$ cat config.mk
export PLATFORM = sky130hd
export DESIGN_NAME = mul_div_unit
export DESIGN_NICKNAME = d
export VERILOG_FILES = /design/src/rtl/mul_div_unit.sv
export SDC_FILE = /design/constraint.sdc
export NUM_CORES = 1
export LEC_CHECK = 0
export BUFFER_PORTS_ARGS = -buffer_cell sky130_fd_sc_hd__buf_4
export CORE_MARGIN = 5
export CORE_UTILIZATION = 45
export CTS_BUF_LIST = sky130_fd_sc_hd__clkbuf_4 sky130_fd_sc_hd__clkbuf_8 sky130_fd_sc_hd__clkbuf_16
export CTS_CLUSTER_SIZE = 30
export DETAILED_ROUTE_END_ITERATION = 16
export GPL_ROUTABILITY_DRIVEN = 0
export PLACE_DENSITY = 0.72
export SETUP_SLACK_MARGIN = 0.02
export SYNTH_ARGS = -nofsm -noshare
export SYNTH_HDL_FRONTEND = slang
export SYNTH_SLANG_ARGS = --single-unit
$ cat constraint.sdc
create_clock -name clk -period 11.4 [get_ports clk]
set_input_delay 1.14 -clock clk [delete_from_list [all_inputs] [get_ports clk]]
set_output_delay 1.14 -clock clk [all_outputs]
set_load 0.005 [all_outputs]
$ cat src/rtl/mul_div_unit.sv
// Iterative 16-bit multiply/divide unit, one result bit per cycle,
// with a single-cycle register-file write-back at completion.
module mul_div_unit #(
    parameter int WIDTH = 16,
    parameter int AW    = 3
) (
    input  logic             clk,
    input  logic             rst,
    input  logic             start,
    input  logic [1:0]       op,
    input  logic [WIDTH-1:0] operand_a,
    input  logic [WIDTH-1:0] operand_b,
    input  logic [AW-1:0]    dest,
    output logic             busy,
    output logic             done,
    output logic             div_by_zero,
    output logic [WIDTH-1:0] result_lo,
    output logic [WIDTH-1:0] result_hi,
    output logic             wb_en,
    output logic [AW-1:0]    wb_dest,
    output logic [WIDTH-1:0] wb_data
);

    typedef enum logic [1:0] {IDLE, CALC, FIX, DONE} state_t;

    state_t      state_q, state_d;
    logic [4:0]  cnt_q, cnt_d;
    logic [1:0]  op_q, op_d;
    logic [2:0]  dest_q, dest_d;
    logic [15:0] a_q, a_d;
    logic [15:0] b_q, b_d;
    logic [15:0] a_raw_q, a_raw_d;
    logic        bz_q, bz_d;
    logic        neg_q, neg_d;
    logic        rneg_q, rneg_d;
    logic [16:0] rem_q, rem_d;
    logic [15:0] q_q, q_d;
    logic [15:0] lo_q, lo_d;
    logic [15:0] hi_q, hi_d;
    logic        dbz_q, dbz_d;
    logic        done_q, done_d;
    logic [2:0]  wbd_q, wbd_d;

    logic        a_neg, b_neg;
    logic [15:0] a_mag, b_mag;
    logic [16:0] mul_sum;
    logic [16:0] div_sh;
    logic [17:0] div_diff;
    logic [31:0] prod, prod_s;

    always_comb begin
        state_d  = state_q;
        cnt_d    = cnt_q;
        op_d     = op_q;
        dest_d   = dest_q;
        a_d      = a_q;
        b_d      = b_q;
        a_raw_d  = a_raw_q;
        bz_d     = bz_q;
        neg_d    = neg_q;
        rneg_d   = rneg_q;
        rem_d    = rem_q;
        q_d      = q_q;
        lo_d     = lo_q;
        hi_d     = hi_q;
        dbz_d    = dbz_q;
        done_d   = 1'b0;
        wbd_d    = wbd_q;

        a_neg    = op[0] & operand_a[15];
        b_neg    = op[0] & operand_b[15];
        a_mag    = a_neg ? -operand_a : operand_a;
        b_mag    = b_neg ? -operand_b : operand_b;
        // Multiply: add-then-shift right through {rem, q}
        mul_sum  = {1'b0, rem_q[15:0]} + (q_q[0] ? {1'b0, a_q} : 17'd0);
        // Divide: restoring step, dividend bits shift out of q
        div_sh   = {rem_q[15:0], q_q[15]};
        div_diff = {1'b0, div_sh} - {2'b00, b_q};
        prod     = {rem_q[15:0], q_q};
        prod_s   = neg_q ? -prod : prod;

        unique case (state_q)
            IDLE: begin
                if (start) begin
                    state_d = CALC;
                    cnt_d   = 5'd0;
                    op_d    = op;
                    dest_d  = dest;
                    a_d     = a_mag;
                    b_d     = b_mag;
                    a_raw_d = operand_a;
                    bz_d    = (operand_b == 16'h0000);
                    neg_d   = a_neg ^ b_neg;
                    rneg_d  = a_neg;
                    rem_d   = 17'd0;
                    q_d     = op[1] ? a_mag : b_mag;
                end
            end
            CALC: begin
                cnt_d = cnt_q + 5'd1;
                if (op_q[1]) begin
                    if (!div_diff[17]) begin
                        rem_d = div_diff[16:0];
                        q_d   = {q_q[14:0], 1'b1};
                    end else begin
                        rem_d = div_sh;
                        q_d   = {q_q[14:0], 1'b0};
                    end
                end else begin
                    rem_d = {1'b0, mul_sum[16:1]};
                    q_d   = {mul_sum[0], q_q[15:1]};
                end
                if (cnt_q == 5'd15) state_d = FIX;
            end
            FIX: begin
                state_d = DONE;
                done_d  = 1'b1;
                wbd_d   = dest_q;
                if (!op_q[1]) begin
                    lo_d  = prod_s[15:0];
                    hi_d  = prod_s[31:16];
                    dbz_d = 1'b0;
                end else if (bz_q) begin
                    lo_d  = 16'hFFFF;
                    hi_d  = a_raw_q;
                    dbz_d = 1'b1;
                end else begin
                    lo_d  = neg_q ? -q_q : q_q;
                    hi_d  = rneg_q ? -rem_q[15:0] : rem_q[15:0];
                    dbz_d = 1'b0;
                end
            end
            DONE: state_d = IDLE;
            default: state_d = IDLE;
        endcase
    end

    always_ff @(posedge clk or posedge rst) begin
        if (rst) begin
            state_q <= IDLE;
            cnt_q   <= '0;
            op_q    <= '0;
            dest_q  <= '0;
            a_q     <= '0;
            b_q     <= '0;
            a_raw_q <= '0;
            bz_q    <= 1'b0;
            neg_q   <= 1'b0;
            rneg_q  <= 1'b0;
            rem_q   <= '0;
            q_q     <= '0;
            lo_q    <= '0;
            hi_q    <= '0;
            dbz_q   <= 1'b0;
            done_q  <= 1'b0;
            wbd_q   <= '0;
        end else begin
            state_q <= state_d;
            cnt_q   <= cnt_d;
            op_q    <= op_d;
            dest_q  <= dest_d;
            a_q     <= a_d;
            b_q     <= b_d;
            a_raw_q <= a_raw_d;
            bz_q    <= bz_d;
            neg_q   <= neg_d;
            rneg_q  <= rneg_d;
            rem_q   <= rem_d;
            q_q     <= q_d;
            lo_q    <= lo_d;
            hi_q    <= hi_d;
            dbz_q   <= dbz_d;
            done_q  <= done_d;
            wbd_q   <= wbd_d;
        end
    end

    assign busy        = (state_q != IDLE);
    assign done        = done_q;
    assign wb_en       = done_q;
    assign div_by_zero = dbz_q;
    assign result_lo   = lo_q;
    assign result_hi   = hi_q;
    assign wb_data     = lo_q;
    assign wb_dest     = wbd_q;

endmodule
=== Word-level counts from Yosys, hierarchy flattened ===
Cells that the tools add are included.

* Bits in latches: 0
* Memories kept: 0
* Word-level logic and storage cells: 68
* Memory bits (read-only): 0
* Memory bits (writable): 0
* Register bits: 132

* Bitwise gates (word level): 3
* Div/mod/pow operators: 0
* Equal/unequal tests: 6
* Muxes and demuxes: 27
* Multiply operators: 0
* Add/sub/neg operators: 8
* Shifts and indexed selects: 0
* Reduce and logical (&&, ||, !) cells: 7
* Magnitude comparators: 0

{| class="wikitable"
|+ Operator list
! kind !! count
|-
| 16-bit two-way mux || 15
|-
| 16-bit negator || 4
|-
| 16-bit case mux with 2 select lines || 2
|-
| 32-bit two-way mux || 1
|-
| 32-bit negator || 1
|-
| 17-bit by 16-bit subtractor with 18-bit output || 1
|-
| 16-bit by 16-bit adder with 17-bit output || 1
|-
| 16-bit logical NOT || 1
|-
| 5-bit case mux with 2 select lines || 1
|-
| 2-bit case mux with 4 select lines || 1
|-
| 2-bit AND reduction || 3
|-
| 5-bit by 1-bit adder with 5-bit output (second input constant) || 1
|-
| 5-bit by 4-bit equality test with 1-bit output (second input constant) || 1
|-
| 5-bit two-way mux || 1
|-
| 2-bit equality test (second input constant) || 2
|-
| 1-bit two-way mux || 4
|-
| 2-bit two-way mux || 2
|-
| 2-bit != test (second input constant) || 2
|-
| 2-bit nonzero test || 2
|-
| 1-bit bitwise AND || 2
|-
| 2-bit by 1-bit equality test with 1-bit output (second input constant) || 1
|-
| 2-bit logical NOT || 1
|-
| 1-bit bitwise XOR || 1
|}

=== Longest topological paths before layout ===
* Depth in word-level cells: 5
* Mapped depth: 13

=== Least setup slack after synthesis ===
No wires, ideal clock.

* Path kind: register to register
* From: register rem_q[0]
* To: register hi_q[12], in the netlist result_hi[12]
* Path buffers: 0
* Required time: 11.275 ns
* Data arrival time: 3.017 ns
* Slack: 8.258 ns
* Cell stages (with the launch flop): 11
* Library setup time: 0.125 ns
* Cell sequence: dfrtp_1 -> inv_1 -> ha_1 -> or3b_4 -> or3_4 -> or4b_4 -> or3_4 -> a21o_2 -> a211oi_1 -> a211oi_1 -> mux2_2

* Cells in the longest elaborated chain, start to end: 4
* Elaborated cells on any way between the ends: 6
* Those cells by class: 2 x add/sub; 4 x mux

{| class="wikitable"
|+ RTL lines
! what !! RTL line !! text
|-
| start: declaration || 36 || <nowiki>logic [16:0] rem_q, rem_d;</nowiki>
|-
| start signal: assignment || 168 || <nowiki>rem_q <= rem_d;</nowiki>
|-
| 16-bit negator || 129 || <nowiki>hi_d = rneg_q ? -rem_q[15:0] : rem_q[15:0];</nowiki>
|-
| 16-bit two-way mux || 129 ||
|-
| 16-bit two-way mux || 123 || <nowiki>end else if (bz_q) begin</nowiki>
|-
| 16-bit two-way mux (*) || 119 || <nowiki>if (!op_q[1]) begin</nowiki>
|-
| end signal: assignment || 171 || <nowiki>hi_q <= hi_d;</nowiki>
|-
| end: declaration || 39 || <nowiki>logic [15:0] hi_q, hi_d;</nowiki>
|}

Every way passes the cells marked *; elsewhere a longest branch is shown, timed or not.
A chain may end at the register's enable or synchronous reset.

=== Worst setup path in the final report ===
Ends and elaborated chain as after synthesis.

==> impl_metrics.yaml <==
run_status:
  outcome: "finished, final reports clean"
clocking:
  cts_setup_buffers: 0
  numClockSinks: 130
  cts_max_path_buffers: 2
  cts_root_buf: "clkbuf_16"
  holdBufCountCts: 0
  numCtsBuffers: 17
  cts-resized-gates: 0
  worstSkewPairLatency_ps: 430
  cts_tree: "yes"
  htree_num_levels: 4
  path_clk_slew_ps: 60
die:
  core_um2: 20000
  die_h_um: 152
  die_w_um: 152
  initial_core_util: 0.452
  row_count: 52
  io_pins: 95
  die_area_um2: 23100
power_and_ir_drop:
  peakVddDrop_uv: 156
  p_leak_nw: 4.74
  power.density_nw_per_um2: 294
yosys:
  syn-instance-count: 1041
  async_flop_share: 1.00
  yosys_register_bits: 130
  yosysWarnings: 0
  synth_edf_count: 0
  synth-compound-area-share: 0.182
  synthAdderAreaFrac: 0.0610
  synth_mux_area_frac: 0.0996
  synth_top_family_by_area: "compound AO/OA/AOI/OAI gates"
  ys_types: 62
  avgSynthCellArea_um2: 8.71
  synthSimpleGateAreaFrac: 0.153
  synth_xor_area_frac: 0.0850
  ys_seq_area_frac: 0.359
  ys.flop_type: "dfrtp_1"
  synth_area_um2: 9070
  syn-num-nets: 1124
hold_path:
  hold_end: "a_q[15]"
  whs_path_depth: 2
  min_from: "a_q[15]"
  min_path_type: "flop to flop"
finish:
  fillers: 1890
  nets: 1167
  n_antenna_cell: 0
  final_common_cell: "dfrtp_1"
  syn_to_final_growth_pct: 15.3
  final_util: 0.522
  multiInputGateArea_um2: 5270
  drive_gt1_frac: 0.170
  final_cell_mix: "dfrtp_1, o21ai_0, nand2_1, buf_4, nor2_1"
  seqCellArea_um2: 3250
timing:
  fin_crit_sh: 0.293
  report.final.slew_viol_count: 0
  tightest_slew_ps: 1050
  fin_crit_ps: 3340
  max_slew_margin: 0.301
  setup_viol: 0
  fmax_mhz: 299
  skew_ps: 12.5
  hold_viol_final: 0
  rsz0062_at_grt: "no"
  setup_tns_ps: 0
drt:
  wl_per_cell_um: 18.1
  ant_nets: 0
  drt_wl_total_mm: 24.7
  drc: 0
  drt_iter0_markers: 751
  vias: 7706
  first_pass_iters: 5
  via_per_inst: 5.64
global_routing:
  grt_use_met3: 0.0478
  gr-usage-all-layers: 0.211
  antenna_found_initial: 1
  grt_pass1_vias: 7378
  gr-total-overflow: 0
  met2_usage: 0.321
  grt_first_pass_wirelength_mm: 39.5
  use_met1: 0.301
  busiest_layer: "met2"
  grt_max_degree: 87
setup_path:
  r2r-end: "result_hi[12]"
  r2r-start: "rem_q[0]"
  r2r_slack_ps: 8060
  crit_type: "flop to flop"
  critPathLaunchType: "flop"
  critPathMaxFanout: 8
  required_ps: 11710
  endpoint_kind: "flop"
  reg2reg_depth: 10
  worstPathArrival_ps: 3660
placed_design:
  post-dp-hpwl_mm: 18.2
  port_buffers: 94
run:
  drv_cap: 0
-- logic make-up (layout without fill, tap and decap cells) --
family	after synthesis	count (layout)
AND/OR/NAND/NOR	295	295
XOR/XNOR	88	88
multiplexers	86	86
flip-flops	130	130
AO/OA/AOI/OAI	276	276
buffers and inverters	123	179
adder cells (fa/ha/maj)	43	43
-- state kept, by name, summed over array words and instances (netlist names) --
register and flops:
a_q 16, b_q 16, q_q 16, rem_q 16, result_hi 16, result_lo 16, a_raw_q 15, cnt_q 5
dest_q 3, wb_dest 3, state_q 2, bz_q 1, div_by_zero 1, done 1, neg_q 1, op_q 1
rneg_q 1
-- cell type report --
cell class,instances,share of cell area
Multi-Input combinational cell,788,0.504
Sequential cell,130,0.311
Timing Repair Buffer,99,0.0711
Clock buffer,18,0.0420
Tap cell,270,0.0323
Clock inverter,14,0.0213
Inverter,48,0.0175
-- Yosys cell counts, types with 11 or more instances --
| master | instances | area, um^2 |
|---|---|---|
| a211oi_1 | 11 | 82.6 |
| xor2_1 | 27 | 236 |
| clkbuf_1 | 45 | 169 |
| a21oi_1 | 75 | 375 |
| ha_1 | 41 | 513 |
| nand2_1 | 102 | 383 |
| nor3_1 | 24 | 120 |
| nor2_1 | 80 | 300 |
| dfrtp_1 | 130 | 3250 |
| o21ai_0 | 105 | 526 |
| inv_1 | 48 | 180 |
| and2_1 | 18 | 113 |
| mux2i_1 | 52 | 521 |
| buf_4 | 20 | 150 |
| xnor2_1 | 61 | 534 |
| mux2_2 | 34 | 383 |
-- layer usage --
metal | wire length [um] | part of all wire | vias to the layer above
met2 | 11000 | 0.44 | 287
met4 | 509 | 0.021 | 2
met1 | 11100 | 0.45 | 3643
met3 | 2140 | 0.086 | 46
met5 | 7 | 0.00028 | -
li1 | - | - | 3728
-- through the flow --
| stage | worst slack, ps | instance area, um^2 | cells | hold WS, ps | total power, W |
|---|---|---|---|---|---|
| after floorplan | 6790 | 9070 | 1041 | 442 | 0.00199 |
| after global placement | 8160 | 9790 | 1335 | 453 | 0.00239 |
| after detailed placement | 8100 | 9790 | 1335 | 463 | 0.00243 |
| after CTS | 8060 | 10500 | 1367 | 476 | 0.00306 |
| after global routing | 7910 | 10500 | 1367 | 499 | 0.00329 |
| final | 8060 | 10500 | 1367 | 476 | 0.00307 |
-- power breakdown --
group          switching, W  total, W  internal [W]
sequential         0.000241  0.000912      0.000671
clock              0.000223  0.000620      0.000397
combinational      0.000835   0.00154      0.000702
total               0.00130   0.00307       0.00177
-- how the worst max path moves through the flow --
stage / depth (start not counted) / start / slack [ps] / end
2_1_floorplan: 1 / rst / 6790 / a_q[0]
3_3_place_gp: 10 / rem_q[1] / 8160 / result_hi[12]
3_5_place_dp: 10 / rem_q[0] / 8100 / result_hi[12]
4_1_cts: 10 / rem_q[0] / 8060 / result_hi[12]
5_1_grt: 12 / q_q[15] / 7910 / rem_q[14]
6_report: 10 / rem_q[0] / 8060 / result_hi[12]
-- critical path, stage by stage, from the launching register on --
cell and delay, ps:
dfrtp_1 480, inv_1 180, ha_1 190, or3b_4 390, or3_4 360, or4b_4 500
or3_4 350, o211a_1 230, a211oi_1 210, a211oi_1 70, mux2_2 270
(Power assumes the default switching activity.)
